### config.mk
export PLATFORM = sky130hd
export DESIGN_NAME = rs_int
export DESIGN_NICKNAME = d
export VERILOG_FILES = /design/src/rtl/rs_int_pkg.sv /design/src/rtl/rs_int_select.sv /design/src/rtl/rs_int.sv
export SDC_FILE = /design/constraint.sdc
export NUM_CORES = 1
export LEC_CHECK = 0
export CAP_MARGIN = 20
export CELL_PAD_IN_SITES_DETAIL_PLACEMENT = 0
export CELL_PAD_IN_SITES_GLOBAL_PLACEMENT = 2
export CORE_MARGIN = 4
export CORE_UTILIZATION = 39
export CTS_CLUSTER_SIZE = 20
export DETAILED_ROUTE_END_ITERATION = 7
export PLACE_DENSITY = 0.81
export SYNTH_ARGS = -nofsm -noshare
export SYNTH_HDL_FRONTEND = slang
export SYNTH_SLANG_ARGS = --single-unit
### constraint.sdc
create_clock -name clk -period 3.17 [get_ports clk]
set_input_delay 0.7925 -clock clk [delete_from_list [all_inputs] [get_ports clk]]
set_output_delay 0.7925 -clock clk [all_outputs]
set_load 0.01 [all_outputs]
### src/rtl/rs_int_pkg.sv
// rtl/rs_int_pkg.sv - shared widths, opcode names and CDB tag-match helper for the integer reservation station
package rs_int_pkg;

  localparam int RS_INT_DEPTH    = 4;
  localparam int RS_INT_ADDR_BUS = 2;
  localparam int ROB_ADDR_BUS    = 5;
  localparam int OPGEN_BUS       = 6;
  localparam int EXC_TYPE_BUS    = 3;

  typedef enum logic [OPGEN_BUS-1:0] {
    OPGEN_NOP = 6'd0,
    OPGEN_ADD = 6'd1,
    OPGEN_SUB = 6'd2,
    OPGEN_AND = 6'd3,
    OPGEN_OR  = 6'd4
  } opgen_e;

  // An operand is woken when it still waits on a tag and the broadcast carries that tag.
  function automatic logic cdb_hit(input logic                    is_ref,
                                   input logic [31:0]             opnd,
                                   input logic                    en,
                                   input logic [ROB_ADDR_BUS-1:0] tag);
    return en && is_ref && (opnd[ROB_ADDR_BUS-1:0] == tag);
  endfunction

endpackage

### src/rtl/rs_int_select.sv
// rtl/rs_int_select.sv - picks one ready entry as a one-hot grant (oldest-first when RS_INT_OLDEST_FIRST_EN is defined)
module rs_int_select
  import rs_int_pkg::*;
(
  input  logic [RS_INT_DEPTH-1:0]                      ready,
  input  logic [RS_INT_DEPTH-1:0][RS_INT_ADDR_BUS-1:0] age,
  output logic [RS_INT_DEPTH-1:0]                      grant,
  output logic                                         grant_valid
);

  assign grant_valid = |ready;

`ifdef RS_INT_OLDEST_FIRST_EN
  logic                       found;
  logic [RS_INT_ADDR_BUS-1:0] best_age;

  // Smallest age among ready entries wins; age 0 is the oldest live entry.
  always_comb begin
    grant    = '0;
    found    = 1'b0;
    best_age = '0;
    for (int i = 0; i < RS_INT_DEPTH; i++) begin
      if (ready[i] && (!found || age[i] < best_age)) begin
        found    = 1'b1;
        best_age = age[i];
        grant    = '0;
        grant[i] = 1'b1;
      end
    end
  end
`else
  logic unused_age;
  assign unused_age = ^age;

  // Lowest-index ready entry wins; scanning downward lets the lowest hit overwrite.
  always_comb begin
    grant = '0;
    for (int i = RS_INT_DEPTH - 1; i >= 0; i--) begin
      if (ready[i]) begin
        grant    = '0;
        grant[i] = 1'b1;
      end
    end
  end
`endif

endmodule

### src/rtl/rs_int.sv
// rtl/rs_int.sv - integer reservation station with CDB wakeup; RS_INT_OLDEST_FIRST_EN selects oldest-first issue
module rs_int
  import rs_int_pkg::*;
(
  input  logic                    clk,
  input  logic                    rst,
  input  logic                    int_wen,
  input  logic [ROB_ADDR_BUS-1:0] rob_addr_in,
  input  logic [EXC_TYPE_BUS-1:0] exception_type_in,
  input  logic [OPGEN_BUS-1:0]    opgen_in,
  input  logic                    operand_is_ref_1_in,
  input  logic                    operand_is_ref_2_in,
  input  logic [31:0]             operand_data_1_in,
  input  logic [31:0]             operand_data_2_in,
  output logic                    full,
  input  logic                    cdb_en,
  input  logic [ROB_ADDR_BUS-1:0] cdb_rob_addr,
  input  logic [31:0]             cdb_data,
  input  logic                    flush,
  input  logic                    fu_ready,
  output logic                    issue_valid,
  output logic [ROB_ADDR_BUS-1:0] issue_rob_addr,
  output logic [OPGEN_BUS-1:0]    issue_opgen,
  output logic [EXC_TYPE_BUS-1:0] issue_exception_type,
  output logic [31:0]             issue_operand_1,
  output logic [31:0]             issue_operand_2
);

  logic [RS_INT_DEPTH-1:0] valid;
  logic [RS_INT_DEPTH-1:0] ref_1;
  logic [RS_INT_DEPTH-1:0] ref_2;
  logic [ROB_ADDR_BUS-1:0] tag_q    [RS_INT_DEPTH];
  logic [OPGEN_BUS-1:0]    opgen_q  [RS_INT_DEPTH];
  logic [EXC_TYPE_BUS-1:0] exc_q    [RS_INT_DEPTH];
  logic [31:0]             data_1_q [RS_INT_DEPTH];
  logic [31:0]             data_2_q [RS_INT_DEPTH];

  logic [RS_INT_DEPTH-1:0] ready;
  logic [RS_INT_DEPTH-1:0] grant;
  logic                    grant_valid;
  logic [RS_INT_DEPTH-1:0] wr_set;
  logic [RS_INT_DEPTH-1:0] issue_clr;
  logic                    do_write;
  logic                    hit_1_in;
  logic                    hit_2_in;
  logic [RS_INT_DEPTH-1:0][RS_INT_ADDR_BUS-1:0] age_vec;

  assign full        = &valid;
  assign ready       = valid & ~ref_1 & ~ref_2;
  assign do_write    = int_wen && !full && !flush;
  assign issue_valid = grant_valid;
  assign issue_clr   = (grant_valid && fu_ready) ? grant : '0;
  assign hit_1_in    = cdb_hit(operand_is_ref_1_in, operand_data_1_in, cdb_en, cdb_rob_addr);
  assign hit_2_in    = cdb_hit(operand_is_ref_2_in, operand_data_2_in, cdb_en, cdb_rob_addr);

  rs_int_select u_select (
    .ready       (ready),
    .age         (age_vec),
    .grant       (grant),
    .grant_valid (grant_valid)
  );

  // Lowest free slot of the registered state receives the write; a slot freed this cycle is not reused yet.
  always_comb begin
    wr_set = '0;
    if (do_write) begin
      for (int i = RS_INT_DEPTH - 1; i >= 0; i--) begin
        if (!valid[i]) begin
          wr_set    = '0;
          wr_set[i] = 1'b1;
        end
      end
    end
  end

  // Route the granted entry onto the issue bus.
  always_comb begin
    issue_rob_addr       = '0;
    issue_opgen          = '0;
    issue_exception_type = '0;
    issue_operand_1      = '0;
    issue_operand_2      = '0;
    for (int i = 0; i < RS_INT_DEPTH; i++) begin
      if (grant[i]) begin
        issue_rob_addr       = tag_q[i];
        issue_opgen          = opgen_q[i];
        issue_exception_type = exc_q[i];
        issue_operand_1      = data_1_q[i];
        issue_operand_2      = data_2_q[i];
      end
    end
  end

  // Occupancy: flush empties everything, otherwise retire the issued entry and claim the written one.
  always_ff @(posedge clk or negedge rst) begin
    if (!rst) begin
      valid <= '0;
    end else if (flush) begin
      valid <= '0;
    end else begin
      valid <= (valid & ~issue_clr) | wr_set;
    end
  end

  // Payload capture and operand wakeup; a write coinciding with its producer's broadcast stores the value.
  always_ff @(posedge clk) begin
    for (int i = 0; i < RS_INT_DEPTH; i++) begin
      if (wr_set[i]) begin
        tag_q[i]    <= rob_addr_in;
        opgen_q[i]  <= opgen_in;
        exc_q[i]    <= exception_type_in;
        ref_1[i]    <= operand_is_ref_1_in && !hit_1_in;
        ref_2[i]    <= operand_is_ref_2_in && !hit_2_in;
        data_1_q[i] <= hit_1_in ? cdb_data : operand_data_1_in;
        data_2_q[i] <= hit_2_in ? cdb_data : operand_data_2_in;
      end else if (valid[i]) begin
        if (cdb_hit(ref_1[i], data_1_q[i], cdb_en, cdb_rob_addr)) begin
          ref_1[i]    <= 1'b0;
          data_1_q[i] <= cdb_data;
        end
        if (cdb_hit(ref_2[i], data_2_q[i], cdb_en, cdb_rob_addr)) begin
          ref_2[i]    <= 1'b0;
          data_2_q[i] <= cdb_data;
        end
      end
    end
  end

`ifdef RS_INT_OLDEST_FIRST_EN
  logic [RS_INT_DEPTH-1:0][RS_INT_ADDR_BUS-1:0] age;
  logic [RS_INT_DEPTH-1:0]                      live;
  logic [RS_INT_ADDR_BUS:0]                     live_cnt;
  logic [RS_INT_ADDR_BUS-1:0]                   grant_age;

  assign age_vec = age;
  assign live    = valid & ~issue_clr;

  // Entries surviving this edge and the age of the issued entry.
  always_comb begin
    live_cnt  = '0;
    grant_age = '0;
    for (int i = 0; i < RS_INT_DEPTH; i++) begin
      live_cnt = live_cnt + {{RS_INT_ADDR_BUS{1'b0}}, live[i]};
      if (grant[i]) grant_age = age[i];
    end
  end

  // Age = number of older live entries: a new entry goes behind all survivors, younger ones close the issue gap.
  always_ff @(posedge clk or negedge rst) begin
    if (!rst) begin
      age <= '0;
    end else if (flush) begin
      age <= '0;
    end else begin
      for (int i = 0; i < RS_INT_DEPTH; i++) begin
        if (wr_set[i]) begin
          age[i] <= live_cnt[RS_INT_ADDR_BUS-1:0];
        end else if (valid[i] && grant_valid && fu_ready && age[i] > grant_age) begin
          age[i] <= age[i] - 1'b1;
        end
      end
    end
  end
`else
  assign age_vec = '0;
`endif

endmodule

==> results.toml, run 1 <==
[job]
maxCapViolCount = 0

[logic_synthesis]
synth_xor_area_share_pct = 2.789
synth_warnings = 0
synth_compound_area_share_pct = 7.059
syn_area_mm2 = 0.01570
synth-seq-cells = 324
avgSynthCellArea_um2 = 14.16
synthMuxAreaShare_pct = 18.36
synth_nets = 1232
netlist-cell-type-count = 33
synthAdderAreaFrac_pct = 0
yosys.area_share.simple_pct = 6.637
syn_inst = 1109
seq_area_frac_synth_pct = 61.83
synth_top_family_by_area = "multiplexers"

[cells_and_area]
antenna_cells = 0
regArea_mm2 = 0.009709
synthToLayoutAreaGrowth_pct = 38.75
multi_input_area_mm2 = 0.006311
drive_gt1_share_pct = 47.57
fillers = 3365
fin_nets = 1562

[global_route]
grt_max_degree = 50
antenna_found_initial = 3
grt_pass1_wl_mm = 71.28
track_usage_pct = 21.37
grt_remaining_overflow = 0
first_global_vias = 11345

[power]
p_sw_share_pct = 21.93
clkPwrFrac_pct = 41.4
internal_power_uw = 7895
p_leak_uw = 0.007909
ir_worst_vdd_v = 0.0003168
p_sw_uw = 2217
power_frac_comb_pct = 10.5
p_seq_share_pct = 48.0
pwr_density_cell_mw_per_mm2 = 464.1

[clock_network]
cts_buffers = 37
cts_tree = "done"
clock_latency_ps = 530
clk_pin_slew_worst_paths_ps = 60
clock-sinks = 324
htreeDepth = 2
postCtsHoldBufs = 0
clk_path_buf_depth = 3
cts-root-buf = "clkbuf_16"

[drt]
drc = 0
post_drt_wl_per_cell_um = 24.49
num_vias = 10841
wl_mm = 48.68
wl_met1_mm = 20.92
drt_iter0_drc = 606
routed.top_layer = "met5"
wl_met3_mm = 2.315
drtPass1Iterations = 5
final_antenna_net_count = 0
via_per_inst = 5.453
wl_met2_mm = 24.34

[floorplan]
rows = 73
start_util_pct = 39.52
die_h_um = 208.7
coreArea_mm2 = 0.03973
dieArea_mm2 = 0.04354
die_w_um = 208.7
io_pins = 203

[setup_path]
crit_type = "reg -> out"
worst_path_most_repeated_cell = "buf_6"
reg2reg_depth = 8
slowest_delay_ps = 400
crit_path_end_kind = "output port"
start_kind = "register"
crit_chain = "nor3b_4 > buf_6 > buf_6 > nor4b_4 > buf_6 > buf_8 > buf_12 > buf_8 > buf_6 > nand2_2 > o21ai_2 > buf_2"
required_ps = 2380
cp.arrival_ps = 2480
critical_path.max_fanout = 5
crit_slowest_cell = "dfrtp_1"

[timing]
hold_viol_final = 0
post-route-period-util_pct = 103.3
fin_ws_ps = -103.6
fmax_mhz = 305.5
drv_slew = 0
min_period_ps = 3274
rsz0062_at_grt = "true"
setup_viol = 49
slew_headroom_pct = 70.77
finalClockSkew_ps = 26.58
tns_ps = -2304
tightest_slew_ps = 438.5

[place]
pre_cts_slack_ps = -163.1
dp_hpwl_mm = 30.25
port_buffers = 202
place.gp.congestion = 0.8332

[min_path]
hold_class = "in -> async"

[run_status]
violations = "setup timing"
status = "finished, violations left"
-- Yosys cell counts (all sizes together) --
cell type / instances / area share, %
or3: 1 / 0.040
nor2: 89 / 2.1
nand4: 2 / 0.16
a221oi: 78 / 4.4
or3b: 1 / 0.056
nor3b: 2 / 0.096
nand3b: 1 / 0.048
or4: 1 / 0.048
xor2: 32 / 1.8
nand2: 107 / 2.7
a31o: 4 / 0.22
or2: 1 / 0.040
clkbuf: 39 / 0.93
nand2b: 1 / 0.040
dfrtp: 4 / 0.64
xnor2: 18 / 1.0
edfxtp: 320 / 61
nand3: 19 / 0.61
buf: 37 / 2.3
inv: 5 / 0.12
and2: 1 / 0.040
nor4: 10 / 0.44
nor3: 1 / 0.064
nor4b: 1 / 0.15
o21ai: 78 / 2.5
mux2: 256 / 18
-- final cells by class --
class	instances	area share (%)
multi-input combinational	704	28.96
inverter	5	0.08613
sequential	324	44.56
clock inverter	13	0.7924
timing repair buffer	367	18.01
tap	525	3.015
clock buffer	50	4.571
-- cell families after synthesis --
family	Yosys count
xor gates and xnor gates	50
and+or+nand+nor	238
muxes	256
DFF	324
buffers and inverters	81
AOI/OAI and AO/OA	160
-- worst max-delay path, delay by kind of cell, from the launching register on --
kind	cells	cell delay (ps)
buf+inv	8	1030
simple gates	3	500
flops	1	400
compound gates	1	50
-- timing repair --
item | 4_1_cts | 5_1_grt
gates cloned | 7 | 4
pin swaps | 10 | 57
setup endpoints to repair | 79 | 77
resized for setup | 452 | 220
buffers inserted | 30 | 16
-- layer usage --
layer	up-vias	GRT usage, %
met5	-	0
met4	4	5.311
met3	67	3.753
met2	295	36.39
met1	5529	28.66
li1	4946	-
-- worst paths after layout --
| check | slack, ps | endpoint | start |
|---|---|---|---|
| setup / recovery | -100 | issue_operand_2[10] | valid[1] |
| hold / removal | 490 | valid[2] | rst |
| setup reg to reg | 900 | data_2_q[0][0] | valid[0] |
| hold reg to reg | 660 | valid[3] | valid[3] |
| max in group asynchronous | 2490 | valid[1] | rst |
| min in group clk | 660 | valid[3] | valid[3] |
-- power by group through the flow --
| stage | registers (µW) | logic (µW) | clock network, µW |
|---|---|---|---|
| global route | 4860 | 1140 | 4480 |
| CTS | 4850 | 1030 | 4280 |
| global placement | 4940 | 1030 | 0 |
| detailed placement | 4940 | 1040 | 0 |
| floorplan | 4940 | 433 | 0 |
| finish | 4860 | 1070 | 4190 |
-- cells in the final DEF, fill, tap and decap left out, types with 30 or more instances in the layout --
| master | instances |
|---|---|
| a221oi_1 | 52 |
| buf_12 | 46 |
| buf_2 | 57 |
| buf_4 | 78 |
| buf_6 | 42 |
| clkbuf_16 | 42 |
| clkdlybuf4s50_1 | 123 |
| edfxtp_1 | 320 |
| mux2_1 | 30 |
| mux2_2 | 226 |
| nand2_2 | 53 |
| nand2_4 | 32 |
| nor2_1 | 89 |
| o21ai_2 | 49 |
| xor2_1 | 32 |
-- sequential cells by signal, indices dropped and copies added, names as in the netlist --
name and count:
data_1_q 128, data_2_q 128, exc_q 12, opgen_q 24
ref_1 4, ref_2 4, tag_q 20, valid 4
-- through the flow --
stage | total power (µW) | cells | hold WS, ps | utilization, % | area, µm²
6_report | 10110 | 1988 | 493.4 | 54.84 | 21790
4_1_cts | 10160 | 1976 | 464.2 | 52.61 | 20900
2_1_floorplan | 5372 | 1109 | 496.9 | - | 15700
5_1_grt | 10490 | 1988 | 472.8 | 54.84 | 21790
3_3_place_gp | 5967 | 1878 | 642.3 | 48.53 | 19280
3_5_place_dp | 5983 | 1878 | 630.6 | 48.53 | 19280
No activity file was read; power rests on OpenSTA's default activity.
==> inputs of run 2 (changes only) <==
SLEW_MARGIN = 10   (was default)
==> results of run 2 <==
The final DEF is identical to that of run 1; final timing and power are the same.
==> inputs of run 3 (changes only) <==
HOLD_SLACK_MARGIN = 0.1   (was default)
==> results of run 3 <==
The final DEF is identical to that of run 1; final timing and power are the same.
